`src/rtl/timer_if.sv`:
```
// Register-bus bundle between the coprocessor (master) and the timer (slave).
interface timer_if;
  localparam int unsigned DW = 32;
  localparam int unsigned AW = 2;

  logic [AW-1:0] addr;
  logic          we;
  logic [DW-1:0] din;
  logic [DW-1:0] dout;
  logic          irq;

  modport master (output addr, output we, output din, input dout, input irq);
  modport slave  (input addr, input we, input din, output dout, output irq);
endinterface

```
`src/rtl/timer_unit.sv`:
```
// 32-bit countdown timer with CTRL/PRESET/COUNT word registers and a
// maskable interrupt, in one-shot or auto-reload mode.
module timer_unit (
  input  logic    clk,
  input  logic    rst,
  timer_if.slave  bus
);
  localparam int unsigned DW = 32;
  localparam int unsigned CW = 4;

  localparam logic [1:0] A_CTRL   = 2'd0;
  localparam logic [1:0] A_PRESET = 2'd1;
  localparam logic [1:0] A_COUNT  = 2'd2;

  typedef struct packed {
    logic       im;
    logic [1:0] mode;
    logic       en;
  } ctrl_t;

  typedef enum logic [1:0] {ST_IDLE, ST_LOAD, ST_CNT, ST_INT} state_t;

  state_t        state, state_nxt;
  ctrl_t         ctrl;
  logic [DW-1:0] preset;
  logic [DW-1:0] count;
  logic          flag;

  logic ctrl_wr_c, preset_wr_c;
  logic load_c, dec_c, expire_c, reload_clr_c, oneshot_clr_c;
  logic auto_reload_c;

  assign ctrl_wr_c     = bus.we && (bus.addr == A_CTRL);
  assign preset_wr_c   = bus.we && (bus.addr == A_PRESET);
  assign auto_reload_c = (ctrl.mode == 2'b01);

  // State register
  always_ff @(posedge clk or negedge rst) begin
    if (!rst) state <= ST_IDLE;
    else      state <= state_nxt;
  end

  // Next-state logic; decisions see register values before this edge's write
  always_comb begin
    state_nxt = state;
    unique case (state)
      ST_IDLE: if (ctrl.en) state_nxt = ST_LOAD;
      ST_LOAD: state_nxt = ST_CNT;
      ST_CNT: begin
        if (!ctrl.en)             state_nxt = ST_IDLE;
        else if (count > 32'd1)   state_nxt = ST_CNT;
        else                      state_nxt = ST_INT;
      end
      ST_INT:  state_nxt = ST_IDLE;
      default: state_nxt = ST_IDLE;
    endcase
  end

  // Datapath controls decoded from the current state
  always_comb begin
    load_c        = 1'b0;
    dec_c         = 1'b0;
    expire_c      = 1'b0;
    reload_clr_c  = 1'b0;
    oneshot_clr_c = 1'b0;
    unique case (state)
      ST_IDLE: ;
      ST_LOAD: load_c = 1'b1;
      ST_CNT: begin
        if (ctrl.en) begin
          if (count > 32'd1) dec_c    = 1'b1;
          else               expire_c = 1'b1;
        end
      end
      ST_INT: begin
        if (auto_reload_c) reload_clr_c  = 1'b1;
        else               oneshot_clr_c = 1'b1;
      end
      default: ;
    endcase
  end

  // Register file; a bus write to CTRL takes precedence over the one-shot EN clear
  always_ff @(posedge clk or negedge rst) begin
    if (!rst) begin
      ctrl   <= '0;
      preset <= '0;
      count  <= '0;
      flag   <= 1'b0;
    end else begin
      if (ctrl_wr_c)          ctrl    <= ctrl_t'(bus.din[CW-1:0]);
      else if (oneshot_clr_c) ctrl.en <= 1'b0;

      if (preset_wr_c) preset <= bus.din;

      if (load_c)        count <= preset;
      else if (dec_c)    count <= count - 32'd1;
      else if (expire_c) count <= '0;

      if (ctrl_wr_c || load_c || reload_clr_c) flag <= 1'b0;
      else if (expire_c)                        flag <= 1'b1;
    end
  end

  // Combinational read mux; unmapped word reads as zero
  always_comb begin
    bus.dout = '0;
    unique case (bus.addr)
      A_CTRL:   bus.dout = DW'(ctrl);
      A_PRESET: bus.dout = preset;
      A_COUNT:  bus.dout = count;
      default:  bus.dout = '0;
    endcase
  end

  assign bus.irq = flag & ctrl.im;
endmodule

```
`src/flat_wrapper.sv`:
```
// flat-port wrapper written by rule: the top's interface ports become plain ports
module timer_unit_flat 
  (clk, rst, bus_addr, bus_we, bus_din, bus_dout, bus_irq);
  timer_if bus_i ();
  input  logic clk;
  input  logic rst;
  input wire logic [$bits(bus_i.addr)-1:0] bus_addr;
  input wire logic [$bits(bus_i.we)-1:0] bus_we;
  input wire logic [$bits(bus_i.din)-1:0] bus_din;
  output wire logic [$bits(bus_i.dout)-1:0] bus_dout;
  output wire logic [$bits(bus_i.irq)-1:0] bus_irq;
  assign bus_i.addr = bus_addr;
  assign bus_i.we = bus_we;
  assign bus_i.din = bus_din;
  assign bus_dout = bus_i.dout;
  assign bus_irq = bus_i.irq;
  timer_unit u_core (.clk(clk), .rst(rst), .bus(bus_i));
endmodule
```
`config.mk`:
```
export PLATFORM = sky130hd
export DESIGN_NAME = timer_unit_flat
export DESIGN_NICKNAME = d
export VERILOG_FILES = /design/src/rtl/timer_if.sv /design/src/rtl/timer_unit.sv /design/src/flat_wrapper.sv
export SDC_FILE = /design/constraint.sdc
export NUM_CORES = 1
export LEC_CHECK = 0
export CAP_MARGIN = 20
export CORE_MARGIN = 2
export CORE_UTILIZATION = 57
export CTS_CLUSTER_DIAMETER = 30
export CTS_CLUSTER_SIZE = 8
export DETAILED_ROUTE_END_ITERATION = 10
export PLACE_DENSITY = 0.85
export SLEW_MARGIN = 20
export SYNTH_ARGS = -nofsm -noshare
export SYNTH_HDL_FRONTEND = slang
export SYNTH_SLANG_ARGS = --single-unit
```
`constraint.sdc`:
```
create_clock -name clk -period 4.88 [get_ports clk]
set_input_delay 0.976 -clock clk [delete_from_list [all_inputs] [get_ports clk]]
set_output_delay 0.976 -clock clk [all_outputs]
set_load 0.02 [all_outputs]
```
; Word level (Yosys, flattened, before mapping)
; Index checks and enable logic that the tools add are counted.
[op_classes]
n_bitwise = 1
magnitude_cmp = 1
n_reduce_logical = 9
eq_ne = 7
muxes = 23
add_sub_neg = 1
[ops]
columns = cell, n
row1 = 32-bit two-way mux, 3
row2 = 32-bit one-hot mux with 3 select lines, 1
row3 = 32-bit by 1-bit greater-than comparator with 1-bit output (second input constant), 1
row4 = 32-bit by 1-bit subtractor with 32-bit output (second input constant), 1
row5 = 1-bit two-way mux, 16
row6 = 2-bit one-hot mux with 4 select lines, 1
row7 = 2-bit by 1-bit == test with 1-bit output (second input constant), 3
row8 = 2-bit == test (second input constant), 3
row9 = 2-bit logical NOT, 2
row10 = 2-bit two-way mux, 2
row11 = 2-bit nonzero test, 2
row12 = 3-bit nonzero test, 1
row13 = 1-bit logical AND, 2
row14 = 1-bit logical OR, 2
row15 = 2-bit by 1-bit inequality test with 1-bit output (second input constant), 1
row16 = 1-bit bitwise AND, 1
[totals]
reg_bits = 71
input_bits = 37

; Depth between registers and ports, before layout
; Gate-level depths: netlist of the first run.
[logic_depth]
depth_word = 7
ltp_mapped = 8
mapped_depth_nobuf = 7

; Worst setup path before layout of the first run
; OpenSTA, ideal clock, no wires.
[synth_path]
kind = in2out
startpoint = input port bus_addr[1]
endpoint = output port bus_dout[10]
path_slack_ps = 1642
required_ps = 3904
n_path_buf = 3
arrival_time_ps = 2262
cell_stages = 5
cell_sequence = clkbuf_1 -> nor2b_1 -> clkbuf_1 -> buf_1 -> a22o_1
[synth_between]
elab_chain_cells = 2
word_cells_on_any_way = 4
cone_classes = eq/ne: 2 / mux: 1 / reduce/logical: 1
[synth_lines]
columns = item, line_no
row1 = from (decl), flat_wrapper.sv:7  ; input wire logic [$bits(bus_i.addr)-1:0] bus_addr;
row2 = "2-bit == test, or another cell as far along", timer_unit.sv:108  ; unique case (bus.addr)
row3 = 32-bit one-hot mux with 3 select lines *, timer_unit.sv:108
row4 = to (decl), flat_wrapper.sv:10  ; output wire logic [$bits(bus_i.dout)-1:0] bus_dout;
; Every way passes the cells marked *; elsewhere a longest branch is shown, timed or not.

; Worst setup path in the final report of the first run
[layout_path]
startpoint = input port bus_addr[1]
endpoint = output port bus_dout[16]
; Same word-level chain as after synthesis.

==> results of run 1 <==
-- final cells by class --
type | instances | area share, %
repair buffers | 75 | 15.1
flip-flops and latches | 71 | 36.8
clock buffers | 15 | 3.66
multi-input cells | 280 | 41.4
well taps | 80 | 2.08
inverters | 11 | 0.856
-- critical path: stages --
cell	delay (ns)
clkdlybuf4s50_1	0.69
nor2b_2	0.21
buf_4	0.30
a22o_1	0.20
clkdlybuf4s50_1	0.63
-- report_power, final --
part / internal [µW] / leakage [µW] / switching, µW / total (µW)
sequential: 777 / 0.000870 / 249 / 1030
combinational: 455 / 0.000941 / 532 / 987
clock: 225 / 0.0000898 / 213 / 437
total: 1460 / 0.00190 / 994 / 2450
-- cell usage in the layout, fill, tap and decap left out, drive strengths merged, types with 9 or more instances in the layout --
cell type      netlist  final
nor3                10     10
a22o                28     28
nand2               33     33
nor4                10     10
nor2                15     15
o21ai               26     26
inv                 11     11
dfrtp               71     71
clkdlybuf4s50        0     68
mux2                34     34
or4                  9      9
a21oi               18     18
clkbuf              23     15
-- layer usage --
layer	up-vias	track usage (%)	share of wire (%)
li1	1599	-	-
met1	1701	38.7	42
met2	189	44.5	49
met3	24	6.16	8.5
met4	0	9.65	1.5
met5	-	0	0
-- cell families after synthesis --
kind of cell               Yosys count
AOI/OAI and AO/OA                  114
xor gates and xnor gates             8
adders and majority gates            2
buffers and inverters               42
DFF                                 71
muxes                               38
and+or+nand+nor                    118
-- state kept, by name (all words and copies together) (netlist names) --
signal	cells
u_core.count	32
u_core.preset	32
u_core.ctrl	4
u_core.state	2
u_core.flag	1
-- metrics by stage --
step / hold WS, ns / cells / setup slack [ns] / util [%]
2_1_floorplan: 0.457 / 393 / 1.64 / -
3_3_place_gp: 0.477 / 517 / 0.945 / 68.8
3_5_place_dp: 0.484 / 517 / 0.881 / 68.8
4_1_cts: 0.500 / 532 / 0.877 / 71.4
5_1_grt: 0.537 / 532 / 0.803 / 71.4
6_report: 0.498 / 532 / 0.878 / 71.4
-- worst max path at each step --
| stage | cells past startpoint | slack, ns | endpoint |
|---|---|---|---|
| after floorplan | 5 | 1.64 | bus_dout[10] |
| after global placement | 5 | 0.95 | bus_dout[22] |
| after detailed placement | 5 | 0.88 | bus_dout[16] |
| after CTS | 5 | 0.88 | bus_dout[16] |
| after global routing | 5 | 0.80 | bus_dout[22] |
| final | 5 | 0.88 | bus_dout[16] |
==> results.md, run 1 <==
- Hold depth: 1
- Fillers: around 500
- Worst endpoint required time: around 3.9 ns
- Vias per inst: roughly 6.6
- Clock root buffer: clkbuf_8
- Routed wire per std cell: 19.2 µm
- Port bufs: between 60 and 70
- LEAKAGE: 0.00190 µW
- Synth cell types: 56
- Sink Count: 71
- Iteration-0 DRC count of the detailed router: between 300 and 400
- Top post-synthesis cells by area: dfrtp_1, mux2_2, a22o_1
- Detailed Place HPWL: 6990 µm
- Pwr per Cell Area: a little over 500 nW/µm²
- Relative slew slack: ~33%
- Mapped Cells: roughly 390
- Layout area overhead: 22.4%
- Post-synthesis simple-gate area fraction: between 15 and 20%
- Final Max Tran Viols: 0
- Hold/Removal Path Class: flip-flop to flip-flop
- Fraction of synthesized cell area in xor and xnor cells: roughly 1.8%
- Avg Cell Area, Syn: about 10 µm²
- Tot Pwr: about 2500 µW
- Final Hold Violating Endpoints: 0
- DRC Markers: 1
- H-tree depth: 3
- DIE AREA: around 7600 µm²
- Total gr overflow: 0
- Sequential-to-total area share from yosys stat: a little under half
- Largest net degree at the start of global routing: between 40 and 50
- Row cnt: 30
- Hold endpoint: u_core.flag
- Area share of the largest cell type after synthesis: a little under half
- Reg-to-reg startpoint: u_core.count[27]
- Num ports: 70
- Violated checks: design-rule violations
- Longest Clk Path Bufs: 2
- Syn nets: between 400 and 500
- RSZ-0062 raised after global routing: false
- Synthesized cell area: around 3900 µm²
- Fmax: around 0.25 GHz
- VDD IR max: around 0.28 mV
- Vias in the first global route: between 3000 and 4000
- Cts hold-fix bufs: 0
- Critical Path Fanout Max: 28
- Register area: around 1800 µm²
- First-pass GRT wire length: between 15000 and 20000 µm
- Detail Route Antenna Nets: 0
- Register-to-register setup slack: around 1.5 ns
- R2R cell count: 5
- TNS Setup: 0 ns
- Largest family of logic cells by synthesized area: compound AO/OA/AOI/OAI gates
- FFs w/ async S/R, synth: between 90% and 100%
- Ant. Diodes: 0
- Ratio of cells with drive above 1 in the final layout: between 10% and 20%
- RD Place Congestion: between 0.8 and 0.9
- All-layer global routing usage: between 20 and 30%
- Compound-Gate Fraction of Synth Area: about a fifth
- Core area: 6760 µm²
- Die height: just under 90 µm
- Min-delay src: u_core.flag
- Routed wire length: 10200 µm
- Tcrit/Tclk final: 82.0%
- Post-CTS setup buffers: 0
- Post-synth EDFFs: 0
- Dpl cell area: 4650 µm²
- Worst reg2reg endpoint: u_core.count[24]
- Prevailing post-synth register cell: dfrtp_1
- Tmin final: between 4 and 5 ns
- Worst Skew: between 0.005 and 0.006 ns
- Starting density of the core: roughly three fifths
- Yosys synthesis warning count: 0
- Worst Setup Start Kind: input port
- Clock latency on the worst-skew pair: ~0.35 ns
- Nets: 487
- Arr. time, crit path: approximately 3 ns
- Top-count cell post-synth: dfrtp_1
- Largest area contributor in the netlist: dfrtp_1
- Horiz. Die Dim: about 87 µm
- Post-CTS Resized: 0
- CP endpoint kind: output port
- Drt first pass iters: 8
- Design Area, Final: 4820 µm²
- Via count: 3513
- CTS tree: built
- Post-synthesis mux area share: between 10% and 20%
- Worst setup path start: bus_addr[1]
- Yosys reg bits: 71
- WS Path Type: input port to output port
- Num CTS Buffers: 9
- Footprint of the multi-input gates: 2000 µm²
- Post-synth top cells: dfrtp_1, mux2_2, nand2_1, a22o_1, o21ai_0
- Status: finished, violations left
- Measured slew at the worst slew-check pin: ~0.99 ns
- Register clock-pin slew on the reported worst setup and hold paths: ~0.07 ns
- Final setup violation count: 0
- Initial antenna violation count: 0
- Adder-cell share of the synthesized area: less than 1%
- Max-cap viol count: 0
No activity file was read; power rests on OpenSTA's default activity.
==> run 2: changes to the inputs <==
--- a/config.mk
+++ b/config.mk
@@ -7,11 +7,11 @@
 export LEC_CHECK = 0
 export CAP_MARGIN = 20
 export CORE_MARGIN = 2
-export CORE_UTILIZATION = 57
+export CORE_UTILIZATION = 53
 export CTS_CLUSTER_DIAMETER = 30
 export CTS_CLUSTER_SIZE = 8
 export DETAILED_ROUTE_END_ITERATION = 10
-export PLACE_DENSITY = 0.85
+export PLACE_DENSITY = 0.8
 export SLEW_MARGIN = 20
 export SYNTH_ARGS = -nofsm -noshare
 export SYNTH_HDL_FRONTEND = slang
==> constraint.sdc (replaced) <==
create_clock -name clk -period 3.8 [get_ports clk]
set_input_delay 0.76 -clock clk [delete_from_list [all_inputs] [get_ports clk]]
set_output_delay 0.76 -clock clk [all_outputs]
set_load 0.02 [all_outputs]
==> run 2 against run 1 <==
The run now ends clean. Routed wire length down 2.2%. Register-to-register slack worse by 0.60 ns. Power up 30%. Die area up 7.2%. Cell count up 4.1%. Sequential power up 27%. Clock skew up 0.00067 ns. Clock power up 41%. Non-clock buffer count up 3. Global-route usage down 2.3 points.
==> results.md, run 2 (synthesized netlist as in run 1, its figures left out) <==
- Final setup violation count: 0 (unchanged)
- Sink Count: 71 (unchanged)
- Cts hold-fix bufs: 0 (unchanged)
- Worst endpoint required time: 3.04 ns (was 3.90 ns)
- Fillers: 591 (was 506)
- Worst setup path start: bus_addr[0] (was bus_addr[1])
- H-tree depth: 3 (unchanged)
- Clock root buffer: clkbuf_8 (unchanged)
- Routed wire per std cell: 18.1 µm (was 19.2 µm)
- Core area: 7210 µm² (was 6760 µm²)
- RSZ-0062 raised after global routing: false (unchanged)
- Routed wire length: 10000 µm (was 10200 µm)
- Num CTS Buffers: 9 (unchanged)
- TNS Setup: 0 ns (unchanged)
- Final Max Tran Viols: 0 (unchanged)
- LEAKAGE: 0.00193 µW (was 0.00190 µW)
- All-layer global routing usage: 25.9% (was 28.2%)
- Largest net degree at the start of global routing: 42 (was 43)
- Ratio of cells with drive above 1 in the final layout: 14.7% (was 13.9%)
- Critical Path Sink: bus_dout[22] (was bus_dout[16])
- Reg-to-reg startpoint: u_core.count[1] (was u_core.count[27])
- Row cnt: 31 (was 30)
- Port bufs: 69 (unchanged)
- Critical Path Fanout Max: 18 (was 28)
- Tcrit/Tclk final: just under 90%
- Commonest non-fill, non-tap cell in the layout: dfrtp_1 (unchanged)
- Num ports: 70 (unchanged)
- Hold/Removal Path Class: input port to async pin (was flip-flop to flip-flop)
- RD Place Congestion: 0.848 (was 0.890)
- Status: complete, no violations (was finished, violations left)
- Worst reg2reg endpoint: u_core.count[22] (was u_core.count[24])
- Worst Setup Start Kind: input port (unchanged)
- DRC Markers: 0 (was 1)
- Grt met3 use: 5.62% (was 6.16%)
- VDD IR max: 0.354 mV (was 0.284 mV)
- Post-CTS setup buffers: 0 (unchanged)
- Horiz. Die Dim: 90.2 µm (was 87.1 µm)
- Starting density of the core: 54.6% (was 58.3%)
- Max-cap viol count: 0 (unchanged)
- Met1 global-route usage: 36.6% (was 38.7%)
- Vias in the first global route: 3403 (was 3415)
- Longest Clk Path Bufs: 2 (unchanged)
- WS Path Type: input port to output port (unchanged)
- Register clock-pin slew on the reported worst setup and hold paths: 0.07 ns (about the same)
- Worst Skew: 0.00648 ns (was 0.00581 ns)
- Arr. time, crit path: 2.57 ns (was 3.03 ns)
- Die height: 90.2 µm (was 87.1 µm)
- Post-CTS Resized: 0 (unchanged)
- Measured slew at the worst slew-check pin: 0.963 ns (was 0.992 ns)
- Ant. Diodes: 0 (unchanged)
- Detail Route Antenna Nets: 0 (unchanged)
- Total gr overflow: 0 (unchanged)
- CP endpoint kind: output port (unchanged)
- Layout area overhead: 24.7% (was 22.4%)
- Most frequent cells in the layout: dfrtp_1, clkdlybuf4s50_1, mux2_2 (unchanged)
- Initial antenna violation count: 0 (unchanged)
- DIE AREA: 8140 µm² (was 7590 µm²)
- Register-to-register setup slack: 0.92 ns (was 1.52 ns)
- Pwr per Cell Area: 650 nW/µm² (was 508 nW/µm²)
- First-pass GRT wire length: 16900 µm (was 16700 µm)
- Via count: 3498 (was 3513)
- Iteration-0 DRC count of the detailed router: 398 (was 386)
- Vias per inst: 6.31 (was 6.60)
- Clock latency on the worst-skew pair: 0.35 ns (about the same)
- Met2 GRT Util: 40.2% (was 44.5%)
- R2R cell count: 7 (was 5)
- Final Hold Violating Endpoints: 0 (unchanged)
- Tmin final: 3.33 ns
- Fmax: about 0.3 GHz
- Busiest grt layer: met2 (unchanged)
- Nets: 490 (was 487)
- Largest registers: u_core.count (32), u_core.preset (32), u_core.ctrl (4) (unchanged)
- Detailed Place HPWL: 6930 µm (was 6990 µm)
- Relative slew slack: 35.3% (was 33.3%)
- CTS tree: built (unchanged)
- WHS: 0.460 ns (was 0.498 ns)
- Drt first pass iters: 5 (was 8)
## run 2: changes by cell type in the layout (fill, tap and decap cells not counted), sizes merged
cell / change
buf: +3
clkbuf: -3
bufinv: +1
clkinv: +1
clkinvlp: +1
## run 2: stage by stage
step	instance area, µm²	setup slack, ns	power (µW)	std cells	util [%]
after global placement	4720	0.501	2510	539	65.4
final	4910	0.467	3190	554	68.1
after global routing	4910	0.370	3410	554	68.1
after floorplan	3940	0.994	2150	393	-
after detailed placement	4720	0.463	2570	539	65.4
after CTS	4910	0.461	3180	554	68.1
## run 2: worst min-delay path by stage
stage                start                 to  slack (ns)  depth (start not counted)
2_1_floorplan          rst    u_core.count[0]        0.46                          0
3_3_place_gp   u_core.flag        u_core.flag        0.48                          1
3_5_place_dp   u_core.flag        u_core.flag        0.48                          1
4_1_cts                rst  u_core.preset[11]        0.49                          1
5_1_grt                rst  u_core.preset[11]        0.53                          1
6_report               rst  u_core.preset[11]        0.46                          1
## run 2: area by class of cell
class	count	area, µm²	area share (%)
multi-input cells	280	2000	40.6
repair buffers	78	778	15.8
inverters	11	41.3	0.840
clock buffers	12	155	3.16
flip-flops and latches	71	1780	36.2
clock inverters	3	42.5	0.866
well taps	99	124	2.52
## run 2: where the power goes
part	leakage (µW)	switching [µW]	total [µW]	internal (µW)
combinational	0.000965	678	1270	588
sequential	0.000870	314	1310	997
clock	0.0000985	282	617	335
total	0.00193	1270	3190	1920
## run 2: per-layer routing
| layer | part of all wire (%) | vias to the layer above |
|---|---|---|
| li1 | - | 1602 |
| met1 | 44 | 1738 |
| met2 | 48 | 143 |
| met3 | 7.1 | 15 |
| met4 | 1.5 | 0 |
| met5 | 0 | - |
## run 2: worst max-delay path, cell delays in order
cell             delay (ns)
clkdlybuf4s50_1        0.58
nor2b_2                0.19
buf_4                  0.24
a22o_1                 0.18
clkdlybuf4s50_1        0.60
==> run 3: changes to the inputs <==
--- a/config.mk
+++ b/config.mk
@@ -11,6 +11,7 @@
 export CTS_CLUSTER_DIAMETER = 30
 export CTS_CLUSTER_SIZE = 8
 export DETAILED_ROUTE_END_ITERATION = 10
+export HOLD_SLACK_MARGIN = 0.15
 export PLACE_DENSITY = 0.8
 export SLEW_MARGIN = 20
 export SYNTH_ARGS = -nofsm -noshare
==> results of run 3 <==
Final layout, timing and power as in run 2 (identical DEF).
